**config.mk**
```make
export PLATFORM = sky130hd
export DESIGN_NAME = fifo_rd_pack
export DESIGN_NICKNAME = d
export VERILOG_FILES = /design/src/rtl/sync_fifo_pkg.sv /design/src/rtl/pack_acc.sv /design/src/rtl/fifo_rd_pack.sv
export SDC_FILE = /design/constraint.sdc
export NUM_CORES = 1
export LEC_CHECK = 0
export BUFFER_PORTS_ARGS = -buffer_cell sky130_fd_sc_hd__clkbuf_2
export CAP_MARGIN = 25
export CELL_PAD_IN_SITES_DETAIL_PLACEMENT = 0
export CELL_PAD_IN_SITES_GLOBAL_PLACEMENT = 1
export CORE_MARGIN = 2
export CORE_UTILIZATION = 46
export DETAILED_ROUTE_END_ITERATION = 6
export PLACE_DENSITY = 0.89
export RECOVER_POWER = 100
export SLEW_MARGIN = 10
export SYNTH_ARGS = -nofsm -noshare
export SYNTH_HDL_FRONTEND = slang
export SYNTH_SLANG_ARGS = --single-unit
export TNS_END_PERCENT = 50
```
**constraint.sdc**
```tcl
create_clock -name clk -period 5.4 [get_ports clk]
set_input_delay 0.54 -clock clk [delete_from_list [all_inputs] [get_ports clk]]
set_output_delay 0.54 -clock clk [all_outputs]
set_load 0.02 [all_outputs]
```
**src/rtl/sync_fifo_pkg.sv**
```systemverilog
// sync_fifo_pkg: constants shared by the sync-FIFO read-side blocks.
//   WIDTH_FIFO_DEF / PACK_NUM_DEF : default byte width and bytes per packed word
//   ST_RUN / ST_FLUSH             : fifo_rd_pack control states
package sync_fifo_pkg;

  localparam int WIDTH_FIFO_DEF = 8;
  localparam int PACK_NUM_DEF   = 4;

  localparam logic [0:0] ST_RUN   = 1'b0;
  localparam logic [0:0] ST_FLUSH = 1'b1;

endpackage

```
**src/rtl/pack_acc.sv**
```systemverilog
// pack_acc: lane accumulator for fifo_rd_pack.
//   clk, rst : clock, synchronous active-high reset
//   wr       : a FIFO byte is present on wdata this cycle
//   wdata    : FIFO byte
//   take     : the current word (full or partial) leaves the accumulator
//   cnt      : number of bytes held (0..NUM)
//   lanes    : accumulated bytes, lane 0 oldest
module pack_acc import sync_fifo_pkg::*; #(
  parameter int WIDTH = WIDTH_FIFO_DEF,
  parameter int NUM   = PACK_NUM_DEF
) (
  input  logic                          clk,
  input  logic                          rst,
  input  logic                          wr,
  input  logic [WIDTH-1:0]              wdata,
  input  logic                          take,
  output logic [$clog2(NUM+1)-1:0]      cnt,
  output logic [NUM-1:0][WIDTH-1:0]     lanes
);

  localparam int CW = $clog2(NUM+1);

  // A byte arriving while an already-full word leaves starts the next word.
  logic spill;
  assign spill = wr && take && (cnt == CW'(NUM));

  always_ff @(posedge clk) begin
    if (rst) begin
      cnt   <= '0;
      lanes <= '0;
    end else begin
      if (take)
        cnt <= spill ? CW'(1) : '0;
      else if (wr && cnt != CW'(NUM))
        cnt <= cnt + 1'b1;

      for (int i = 0; i < NUM; i++) begin
        if (spill ? (i == 0) : (wr && cnt == CW'(i)))
          lanes[i] <= wdata;
      end
    end
  end

endmodule

```
**src/rtl/fifo_rd_pack.sv**
```systemverilog
// fifo_rd_pack: reads bytes from a sync FIFO (1-cycle read latency) and packs
// PACK_NUM of them into one output word, lane 0 oldest.
//   clk, rst               : clock, synchronous active-high reset
//   fifo_empty/fifo_ren    : upstream FIFO flag and read strobe
//   fifo_rdata             : byte valid the cycle after an accepted read
//   flush / flush_done     : emit partial word request / completion pulse
//   out_valid/out_ready    : output handshake
//   out_data / out_keep    : packed word and per-lane valid mask
module fifo_rd_pack import sync_fifo_pkg::*; #(
  parameter  int WIDTH_FIFO = WIDTH_FIFO_DEF,
  parameter  int PACK_NUM   = PACK_NUM_DEF,
  localparam int OUT_WIDTH  = WIDTH_FIFO*PACK_NUM
) (
  input  logic                  clk,
  input  logic                  rst,
  input  logic                  fifo_empty,
  output logic                  fifo_ren,
  input  logic [WIDTH_FIFO-1:0] fifo_rdata,
  input  logic                  flush,
  output logic                  flush_done,
  output logic                  out_valid,
  input  logic                  out_ready,
  output logic [OUT_WIDTH-1:0]  out_data,
  output logic [PACK_NUM-1:0]   out_keep
);

  localparam int             CW       = $clog2(PACK_NUM+1);
  localparam logic [CW-1:0]  CNT_FULL = CW'(PACK_NUM);
  localparam logic [CW-1:0]  CNT_LAST = CW'(PACK_NUM-1);

  logic [0:0]                          state;
  logic                                pend;
  logic [CW-1:0]                       cnt;
  logic [PACK_NUM-1:0][WIDTH_FIFO-1:0] lanes, word_full, word_part;
  logic [PACK_NUM-1:0]                 keep_part;
  logic [CW:0]                         inflight;
  logic                                slot_free, word_move, flush_cmp, part_load;

  assign slot_free = !out_valid || out_ready;
  // Full word is ready either already accumulated or completing with this cycle's byte.
  assign word_move = slot_free && (cnt == CNT_FULL || (cnt == CNT_LAST && pend));
  assign flush_cmp = (state == ST_FLUSH) && !pend && slot_free;
  assign part_load = flush_cmp && cnt != '0 && cnt != CNT_FULL;

  // Bytes held plus the one in flight must leave room, unless a word drains now.
  assign inflight = {1'b0, cnt} + {{CW{1'b0}}, pend};
  assign fifo_ren = !rst && !fifo_empty && (state == ST_RUN) &&
                    (inflight < (CW+1)'(PACK_NUM) || word_move);

  always_comb begin
    word_full = lanes;
    word_part = '0;
    keep_part = '0;
    if (pend && cnt == CNT_LAST) word_full[PACK_NUM-1] = fifo_rdata;
    for (int i = 0; i < PACK_NUM; i++) begin
      if (CW'(i) < cnt) begin
        word_part[i] = lanes[i];
        keep_part[i] = 1'b1;
      end
    end
  end

  pack_acc #(.WIDTH(WIDTH_FIFO), .NUM(PACK_NUM)) u_acc (
    .clk   (clk),
    .rst   (rst),
    .wr    (pend),
    .wdata (fifo_rdata),
    .take  (word_move || part_load),
    .cnt   (cnt),
    .lanes (lanes)
  );

  always_ff @(posedge clk) begin
    if (rst) begin
      state      <= ST_RUN;
      pend       <= 1'b0;
      out_valid  <= 1'b0;
      out_data   <= '0;
      out_keep   <= '0;
      flush_done <= 1'b0;
    end else begin
      pend       <= fifo_ren;
      flush_done <= flush_cmp;

      if (word_move) begin
        out_data  <= word_full;
        out_keep  <= '1;
        out_valid <= 1'b1;
      end else if (part_load) begin
        out_data  <= word_part;
        out_keep  <= keep_part;
        out_valid <= 1'b1;
      end else if (out_ready) begin
        out_valid <= 1'b0;
      end

      if (state == ST_RUN) begin
        if (flush) state <= ST_FLUSH;
      end else if (flush_cmp) begin
        state <= ST_RUN;
      end
    end
  end

endmodule

```
After elaboration in Yosys (flattened, before gate mapping)

Index checks and enable logic that the tools add are counted.

Memories: 0
Input port bits: 13
Output and inout port bits: 39
Bits in latches: 0
Memory bits (read-only): 0
Bits in writable memories: 0
Flip-flop bits (word level): 75

Muxes and demuxes: 26
Shift-type cells: 0
Divide/modulo/power cells: 0
Add/subtract/negate cells: 2
Order comparisons: 5
Equal/unequal tests: 5
Multiply operators: 0
Reductions and logical operators: 28
Bitwise logic cells: 1

Operators with widths:

| cell                                                                   | number |
|---|---|
| 32-bit two-way mux                                                     | 2 |
| 8-bit two-way mux                                                      | 5 |
| 1-bit logical AND                                                      | 15 |
| 1-bit two-way mux                                                      | 15 |
| 4-bit two-way mux                                                      | 2 |
| 3-bit by 2-bit equality test with 1-bit output (second input constant) | 2 |
| 1-bit by 3-bit < comparator with 1-bit output (first input constant)   | 2 |
| 2-bit by 3-bit < comparator with 1-bit output (first input constant)   | 2 |
| 3-bit two-way mux                                                      | 2 |
| 3-bit nonzero test                                                     | 2 |
| 3-bit by 1-bit adder with 4-bit output                                 | 1 |
| 1-bit zero test                                                        | 4 |
| 1-bit logical OR                                                       | 4 |
| 4-bit by 3-bit < comparator with 1-bit output (second input constant)  | 1 |
| 2-bit nonzero test                                                     | 2 |
| 3-bit by 1-bit adder with 3-bit output (second input constant)         | 1 |
| 3-bit by 1-bit equality test with 1-bit output (second input constant) | 1 |
| 3-bit equality test (second input constant)                            | 1 |
| 3-bit zero test                                                        | 1 |
| 3-bit != test (second input constant)                                  | 1 |
| 1-bit inverter                                                         | 1 |

Longest topological paths before layout

Gate-level depths: netlist of run 1.

Depth after elaboration: 10
Depth in mapped cells: 10
Gate-level depth less buffers: 6

Hierarchy

From an unflattened synthesis of run 1, not the netlist that was laid out.

Cell total of the unflattened synthesis: 302
Area total of the unflattened synthesis: 3,111.7 um^2

Modules (own cells, without submodules):

| module       | seq. area each (um^2) | area an instance (um^2) | cells each | times used |
|---|---|---|---|---|
| fifo_rd_pack | 800.8                 | 1,589.0                 | 150        | 1 |
| pack_acc     | 700.7                 | 1,522.7                 | 152        | 1 |

Worst setup path after synthesis of run 1

OpenSTA, ideal clock, no wires.

Path kind: register -> output
Start point: register u_acc.cnt[1]
End point: output port fifo_ren
Data arrival time: 1.764 ns
Buffers on the path: 2
Setup slack: 3.096 ns
Cell stages (with the launch flop): 8
Required time: 4.860 ns
Cell sequence: dfxtp_1 > clkbuf_1 > inv_1 > ha_1 > clkbuf_2 > o21ai_0 > o21a_1 > nor4_1

Word-level cells in the longest chain between the ends: 6
Elaborated cells between the ends (all ways): 9
Classes of those cells: 1 x add/sub; 1 x order compare; 2 x eq/ne; 5 x reduce/logical

RTL lines:

| item                                                                                           | line               | RTL |
|---|---|---|
| from (decl)                                                                                    | pack_acc.sv:17     | `output logic [$clog2(NUM+1)-1:0] cnt,` |
| from (signal assigned)                                                                         | pack_acc.sv:33     | `cnt <= spill ? CW'(1) : '0;` |
| from (signal assigned)                                                                         | pack_acc.sv:35     | `cnt <= cnt + 1'b1;` |
| parallel branches: the longest is 4 deep, another holds 3-bit by 1-bit adder with 4-bit output | -                  |  |
| 1-bit logical OR *                                                                             | fifo_rd_pack.sv:48 | `(inflight < (CW+1)'(PACK_NUM) \|\| word_move);` |
| 1-bit logical AND *                                                                            | fifo_rd_pack.sv:47 | `assign fifo_ren = !rst && !fifo_empty && (state == ST_RUN) &&` |
| to (decl)                                                                                      | fifo_rd_pack.sv:17 | `output logic fifo_ren,` |

Every way passes the cells marked *.

Final worst setup path of run 1

Start point: register u_acc.cnt[2]
End point: register out_data[6]

Word-level cells in the longest chain between the ends: 5
Elaborated cells between the ends (all ways): 14
Classes of those cells: 1 x order compare; 3 x eq/ne; 3 x mux; 7 x reduce/logical

RTL lines:

| item                                                                                                  | line               | RTL |
|---|---|---|
| parallel branches: the longest is 5 deep, another holds 1-bit by 3-bit < comparator with 1-bit output | -                  |  |
| to (signal assigned)                                                                                  | fifo_rd_pack.sv:86 | `out_data <= word_full;` |
| to (signal assigned)                                                                                  | fifo_rd_pack.sv:90 | `out_data <= word_part;` |
| to (decl)                                                                                             | fifo_rd_pack.sv:23 | `output logic [OUT_WIDTH-1:0] out_data,` |

Parallel ways; which one is timed is not known. The select of a mux whose other input is x is not followed.
A chain may end at the register's enable or synchronous reset.

==> results of run 1 <==
[layout by cell type (no fill, tap or decap), types with 2 or more instances in the layout]
cell type	n
a2111oi_0	2
o21ai_0	4
nand3_1	10
a211oi_2	8
nand2b_1	3
mux2i_1	17
inv_1	2
nor4b_1	8
nor2_1	22
a21oi_1	30
nor4_1	2
clkbuf_2	11
a22oi_1	8
clkbuf_1	41
ha_1	3
and3_1	2
clkinv_4	2
a31o_2	8
a22o_1	8
clkbuf_8	10
nor3_1	14
dfxtp_1	75
nand2_1	36
clkinv_2	2
o221ai_1	8
[per-layer routing]
metal | vias up | part of all wire [%] | wire (um)
li1 | 1218 | - | -
met1 | 1168 | 48 | 3340
met2 | 66 | 46 | 3150
met3 | 10 | 4.7 | 323
met4 | 0 | 1.3 | 88
met5 | - | 0 | 0
[through the flow]
step / instances / total power [uW] / worst slack, ns / util, %
3_3_place_gp: 417 / 650 / 2.77 / 50.9
4_1_cts: 433 / 1080 / 2.52 / 54.1
3_5_place_dp: 417 / 651 / 2.71 / 50.9
5_1_grt: 433 / 1110 / 1.28 / 53.0
2_1_floorplan: 316 / 629 / 3.10 / -
6_report: 433 / 1070 / 1.53 / 53.0
[power by group]
part | leakage [uW] | switching [uW] | internal, uW
Clock | 0.000102 | 204 | 226
Sequential | 0.000606 | 8.37 | 563
Combinational | 0.000486 | 45.6 | 19.9
Total | 0.00119 | 258 | 808
[cell usage after synthesis, types with 2 or more instances]
cell type and instances:
a2111oi_0 2, o21ai_0 4, nor3_2 2, a31o_2 8
a22oi_1 8, mux2i_1 17, a211oi_2 8, buf_4 4
nand2b_1 3, nand3_1 10, nor4_1 2, nor2_1 22
a22o_1 8, nor4b_1 8, a21oi_4 2, buf_1 2
o221ai_1 8, clkbuf_1 10, and3_1 2, ha_1 3
dfxtp_1 75, nand2_1 36, a21oi_1 28, buf_2 7
buf_6 4, inv_1 2, nor3_1 13
[sequential cells by signal (all words and copies together), names as in the netlist]
| signal | cells |
|---|---|
| out_data | 32 |
| flush_done | 1 |
| out_keep | 4 |
| u_acc.lanes | 32 |
| pend | 1 |
| state | 1 |
| out_valid | 1 |
| u_acc.cnt | 3 |
[cells by family after synthesis]
logic type                 count (synthesis)  share of synthesized area [%]
AOI/OAI and AO/OA                         83                           20.9
adders and majority gates                  3                           1.22
buffers and inverters                     31                           5.93
DFF                                       75                           48.7
muxes                                     17                           5.52
and+or+nand+nor                          107                           17.7
[area by class of cell]
cell class / instances / area (um^2) / share of cell area (%)
repair buffers: 53 / 216 / 6.36
multi-input cells: 210 / 1380 / 40.5
clock buffers: 10 / 138 / 4.05
well taps: 77 / 96.3 / 2.83
inverters: 2 / 7.51 / 0.221
flip-flops and latches: 75 / 1500 / 44.2
clock inverters: 6 / 65.1 / 1.91
[final timing paths]
kind | from | end | slack [ns] | cells after the start
worst min-delay path | fifo_empty | pend | 0.37 | 2
worst max register to register | u_acc.cnt[2] | out_data[6] | 1.53 | 4
worst max-delay path | u_acc.cnt[2] | out_data[6] | 1.53 | 4
worst min register to register | u_acc.lanes[14] | u_acc.lanes[14] | 0.46 | 2
[critical path, stage by stage (launching register included)]
cell,delay (ns)
dfxtp_1,0.63
nand4b_1,0.63
a21oi_1,1.82
nor3_2,0.31
a22o_1,0.36
==> impl_metrics.ini, run 1 <==
[yosys]
synth_cell_type_count = 45
synthArstFlopShare_pct = 0
synth_top_area_cell = dfxtp_1
yosysSeqAreaShare_pct = 48.7
syn_nets = 332
netlist_area_um2 = 3080
yosys-top-cells-area = dfxtp_1, mux2i_1, a21oi_1
synth-edff-count = 0
synth_area_per_cell_um2 = 9.75
yosysWarnings = 0
ys_seq_elements = 75
syn_inst = 316
yosys_most_used_dff = dfxtp_1
synth_top_area_share_pct = 48.7

[hold_path]
hp-class = in -> reg

[status]
failed_checks = DRC, capacitance limit, slew limit
status = finished with violations

[setup_path]
cp-start-kind = flip-flop
required_ns = 5.64
crit_type = reg -> reg
arrival_ns = 4.11
crit_fanout = 29
setup.worst_path.end_class = flip-flop

[drt]
routed_wl_um = 6910
drt_pass1_iterations = 7
wl_per_cell_um = 15.9
route.antenna.remaining_nets = 0
drtIter0Drc = 262
vias = 2462
drc = 3
routed_via_density = 5.69

[final_layout]
drive_gt1_share_pct = 14.3
fin_nets = 367
stdcell_area_um2 = 3400
antenna_cells = 0
synthToLayoutAreaGrowth_pct = 10.4
fill_cells = 632

[job]
drv_cap = 3

[pwr]
p_leak_uw = 0.00119
ir_worst_vdd_uv = 182
power.density_nw_per_um2 = 313

[placement]
dpl.hpwl_um = 4440
dpl_cell_area_um2 = 3270
port_buffers = 51
place.gp.congestion = 0.784

[floorplanning]
start_util_pct = 48.0
dieArea_um2 = 7370
die_w_um = 85.8
ios = 52
die_h_um = 85.8
fp-row-count = 29
core_um2 = 6420

[grt]
grt.busiest_layer = met2
gr-total-overflow = 0
grt_antenna_before_repair = 0
grtUsageMet3_pct = 5.00
use_met1_pct = 26.6
grt_usage_pct = 19.0
gr-usage-met2_pct = 27.6
grt_max_degree = 39
grt_pass1_vias = 2138
grt_pass1_wl_um = 10800

[clock_network]
clock-sinks = 75
cts_buffers = 9
cts_tree = done
cts-resized-gates = 0
ctsHoldBuffers = 0
htreeDepth = 3
postCtsSetupBuffers = 0
clock_latency_ns = 0.35
clk_pin_slew_ns = 0.08
cts_root_buf = clkbuf_8
clk_path_buf_depth = 2

[timing]
min_period_ns = 3.87
period_share_pct = 71.7
drv_slew = 104
final-hold-violation-count = 0
rsz0062_at_grt = no
setup_violations = 0
max_freq_mhz = 258
slew_headroom_pct = -49.6
setup-tns-final_ns = 0
clock_skew_ns = 0.00693
holdWs_ns = 0.374
worstMarginPinSlew_ns = 2.24
No activity file was read; power rests on OpenSTA's default activity.
==> run 2: changes to the inputs <==
Settings changed: CORE_UTILIZATION 46 to 38, PLACE_DENSITY 0.89 to 0.79.
Clock period 5.4 ns to 3.45 ns, I/O delays scaled along.
==> run 2 against run 1 <==
Effect of this change:
- the run ends with capacitance limit, slew limit left
- final cell count is 6.9% higher
- sequential power rose by 56%
- worst hold slack worse by 0.21 ns
- cell area fell by 0.37%
- critical path depth did not move
- clock power increased by 39%
- combinational power increased by 56%
- critical path type is now in -> reg
- critical endpoint is now out_data[4]
==> impl_metrics.ini, run 2 (synthesized netlist as in run 1, its figures left out) <==
[status]
status = finished with violations
failed_checks = capacitance limit, slew limit

[setup_path]
cp-start-kind = input port
arrival_ns = 3.11
required_ns = 3.70
reg2reg_depth = 5
timing.reg2reg.setup_slack_ns = 0.67
r2r_start = u_acc.cnt[2]
crit_fanout = 34
crit_type = in -> reg
r2r-end = out_data[4]
setup.worst_path.end_class = flip-flop

[drt]
vias = 2488
routed_via_density = 5.37
met2WireLength_um = 3260
top_layer_used = met4
drt_pass1_iterations = 4
routed_wl_um = 7580
met3WireLength_um = 483
wl_met1_um = 3700
wl_per_cell_um = 16.4
route.antenna.remaining_nets = 0
drtIter0Drc = 171
drc = 0

[grt]
grt_pass1_vias = 2310
grt_usage_pct = 17.9
grt_max_degree = 35
gr-total-overflow = 0
grt_antenna_before_repair = 0
grt_pass1_wl_um = 12100

[final_layout]
synthToLayoutAreaGrowth_pct = 9.99
drive_gt1_share_pct = 12.7
layout_commonest_cell = dfxtp_1
layout_common_cells = dfxtp_1, clkbuf_1, nand2_1
top_regs = out_data: 32 flops, u_acc.lanes: 32 flops, out_keep: 4 flops
fin_nets = 372
antenna_cells = 0
finalNonFillerCells = 463
fill_cells = 833

[timing]
min_period_ns = 2.87
fin_ws_ns = 0.583
clock_skew_ns = 0.00963
rsz0062_at_grt = no
final-hold-violation-count = 0
setup-tns-final_ns = 0
drv_slew = 35
period_share_pct = 83.1
slew_headroom_pct = -2.81
max_freq_mhz = 349
worstMarginPinSlew_ns = 1.54
setup_violations = 0

[clock_network]
postCtsSetupBuffers = 0
cts-resized-gates = 0
clock_latency_ns = 0.36
clk_pin_slew_ns = 0.08
clk_path_buf_depth = 2
clock-sinks = 75
cts_root_buf = clkbuf_8
cts_buffers = 9
ctsHoldBuffers = 0
cts_tree = done
htreeDepth = 3

[floorplanning]
dieArea_um2 = 8840
core_um2 = 7810
start_util_pct = 39.5
die_w_um = 94.0
ios = 52
die_h_um = 94.0
fp-row-count = 32

[pwr]
power.density_nw_per_um2 = 470
ir_worst_vdd_uv = 205
total_power_uw = 1590
p_leak_uw = 0.00119

[hold_path]
hold_path_end = pend
hp-class = in -> reg
hp-start = fifo_empty
hold_depth = 2

[placement]
dp.cells = 447
port_buffers = 51
dpl.hpwl_um = 4940
place.gp.congestion = 0.766
preCtsSetupSlack_ns = 0.970

[job]
drv_cap = 1
## run 2: cell count changes in the layout (fill, tap and decap cells not counted), moves of 2 or more
cell	before	now
a211oi_1	0	7
a211oi_2	8	1
buf_4	1	4
clkbuf_1	41	43
## run 2: layout make-up
| type | instances | area (um^2) | area share, % |
|---|---|---|---|
| clock buffer | 10 | 128 | 3.77 |
| clock inverter | 6 | 42.5 | 1.26 |
| inverter | 2 | 7.51 | 0.222 |
| multi-input combinational | 210 | 1330 | 39.4 |
| sequential | 75 | 1500 | 44.3 |
| tap | 102 | 128 | 3.77 |
| timing repair buffer | 58 | 248 | 7.31 |
## run 2: worst max path at each step
stage | startpoint | end | slack (ns) | cells after the start
floorplan | u_acc.cnt[1] | fifo_ren | 1.34 | 7
CTS | u_acc.cnt[1] | fifo_ren | 0.84 | 5
finish | rst | out_data[4] | 0.58 | 4
global placement | u_acc.cnt[1] | out_data[21] | 1.08 | 5
detailed placement | u_acc.cnt[1] | out_data[21] | 0.97 | 5
global route | rst | out_data[4] | 0.37 | 4
## run 2: metrics by stage
stage | instance area (um^2) | hold WS [ns] | util, %
after floorplan | 3080 | 0.422 | -
after global placement | 3340 | 0.443 | 42.8
after detailed placement | 3340 | 0.445 | 42.8
after CTS | 3510 | 0.159 | 45.0
after global routing | 3390 | 0.171 | 43.4
final | 3390 | 0.167 | 43.4
## run 2: metal layers
layer | vias to the layer above | GRT usage [%]
met3 | 12 | 3.29
met5 | - | 0
met4 | 0 | 6.88
met2 | 73 | 26.6
li1 | 1228 | -
met1 | 1175 | 25.8
## run 2: report_power, final
part / leakage [uW] / switching (uW) / internal, uW
clock network: 0.0000822 / 337 / 261
logic: 0.000499 / 71.7 / 30.8
registers: 0.000606 / 13.1 / 880
total: 0.00119 / 422 / 1170
## run 2: critical path: stages
cell,delay (ns)
clkbuf_1,0.79
clkbuf_1,1.19
a21oi_1,0.45
a22o_1,0.32
==> run 3: changes to the inputs <==
Clock period 3.45 ns to 2.4 ns, I/O delays scaled along.
==> run 3 against run 2 <==
Effect of this change:
- the flow now finishes without violations
- routed wire length down 2.9%
- cell area is 4.1% higher
- worst hold slack got worse by 0.096 ns
- die area did not move
- power up 63%
- global-route usage is 0.40 points lower
- critical path depth up 3
- sequential share of layout area fell by 1.7 points
- via count decreased by 1.1%
- highest routed layer unchanged
==> impl_metrics.ini, run 3 (synthesized netlist as in run 1, its figures left out) <==
[timing]
period_share_pct = 93.1
rsz0062_at_grt = no
slew_headroom_pct = 59.0
setup-tns-final_ns = 0
clock_skew_ns = 0.00666
min_period_ns = 2.23
drv_slew = 0
setup_violations = 0
worstMarginPinSlew_ns = 0.613
max_freq_mhz = 448
final-hold-violation-count = 0

[clock_network]
cts-resized-gates = 0
htreeDepth = 3
clk_path_buf_depth = 2
cts_root_buf = clkbuf_8
cts_buffers = 9
cts_tree = done
clock_latency_ns = 0.34
postCtsSetupBuffers = 0
clk_pin_slew_ns = 0.08
clock-sinks = 75
ctsHoldBuffers = 0

[final_layout]
synthToLayoutAreaGrowth_pct = 14.5
fin_nets = 380
top_regs = out_data: 32 flops, u_acc.lanes: 32 flops, out_keep: 4 flops
antenna_cells = 0
finish.utilization_pct = 45.2
layout_commonest_cell = dfxtp_1
layout_common_cells = dfxtp_1, clkbuf_1, nand2_1
drive_gt1_share_pct = 15.4
stdcell_area_um2 = 3530

[setup_path]
crit_family = compound AO/OA/AOI/OAI gates
setup.worst_path.end_class = flip-flop
slowest_delay_ns = 0.39
required_ns = 2.64
cp_cell_sequence = inv_1, ha_1, nand2_1, a21oi_4, clkbuf_2, nor4b_1, a31o_2
cp.buffers_inverters = 2
cp-start-kind = flip-flop
cp_slowest_cell = a21oi_4
crit_type = reg -> reg
crit_fanout = 11
arrival_ns = 2.47

[grt]
grt_usage_pct = 17.5
gr-total-overflow = 0
grt_max_degree = 33
grt_pass1_wl_um = 11900
grt_antenna_before_repair = 0
grt_pass1_vias = 2379

[floorplanning]
die_h_um = 94.0
dieArea_um2 = 8840
ios = 52
core_um2 = 7810
start_util_pct = 39.5
die_w_um = 94.0
fp-row-count = 32

[drt]
drtIter0Drc = 149
routed_via_density = 5.23
drt_pass1_iterations = 4
wl_per_cell_um = 15.6
vias = 2461
drc = 0
route.antenna.remaining_nets = 0
routed_wl_um = 7360

[hold_path]
hp-class = in -> reg

[placement]
place.gp.congestion = 0.820
port_buffers = 51
dpl.hpwl_um = 4970
dpl_cell_area_um2 = 3400

[pwr]
power.density_nw_per_um2 = 736
p_leak_uw = 0.00126
ir_worst_vdd_uv = 354

[job]
drv_cap = 0

[status]
status = finished clean
## run 3: cell types whose count changed in the layout (fill, tap and decap cells not counted)
cell,delta
buf_4,+6
bufinv_16,+3
clkbuf_2,+2
clkinv_2,-2
a21oi_1,-1
a21oi_4,+1
and4b_1,-1
and4b_2,+1
clkinv_4,-1
dfxtp_1,-1
dfxtp_2,+1
## run 3: layout make-up
cell class / instances / area (um^2)
inverters: 2 / 7.51
fillers: 821 / 4280
multi-input cells: 210 / 1350
flip-flops and latches: 75 / 1500
well taps: 102 / 128
clock inverters: 6 / 114
repair buffers: 66 / 303
clock buffers: 10 / 128
## run 3: final timing paths
check / start / end / slack (ns) / cells after the start
setup / recovery: u_acc.cnt[0] / out_data[21] / 0.17 / 7
hold / removal: fifo_empty / pend / 0.07 / 2
setup reg to reg: u_acc.cnt[0] / out_data[21] / 0.17 / 7
hold reg to reg: out_keep[1] / out_keep[1] / 0.45 / 2
## run 3: power by group
group          switching, uW  internal, uW
Sequential              17.0          1270
Clock                    471           693
Combinational            102          48.5
## run 3: metrics by stage
step           std cells  worst slack [ns]  hold WS, ns  total power [uW]
3_5_place_dp         455             0.345        0.434              1470
6_report             471             0.166       0.0714              2600
3_3_place_gp         455             0.419        0.432              1470
4_1_cts              471            0.0471       0.0593              2640
5_1_grt              471            0.0399       0.0540              2710
2_1_floorplan        316             0.351        0.317              1420
## run 3: worst register-to-register path, stage by stage, from the launching register on
cell and delay [ns]:
dfxtp_1 0.38, inv_1 0.18, ha_1 0.37, nand2_1 0.22
a21oi_4 0.39, clkbuf_2 0.29, nor4b_1 0.08, a31o_2 0.22
## run 3: per-layer routing
metal | share of wire, % | GRT usage [%] | wire length [um]
met1 | 49 | 24.5 | 3600
met2 | 45 | 25.5 | 3320
met3 | 5.4 | 4.09 | 394
met4 | 0.60 | 8.09 | 44
met5 | 0 | 0 | 0
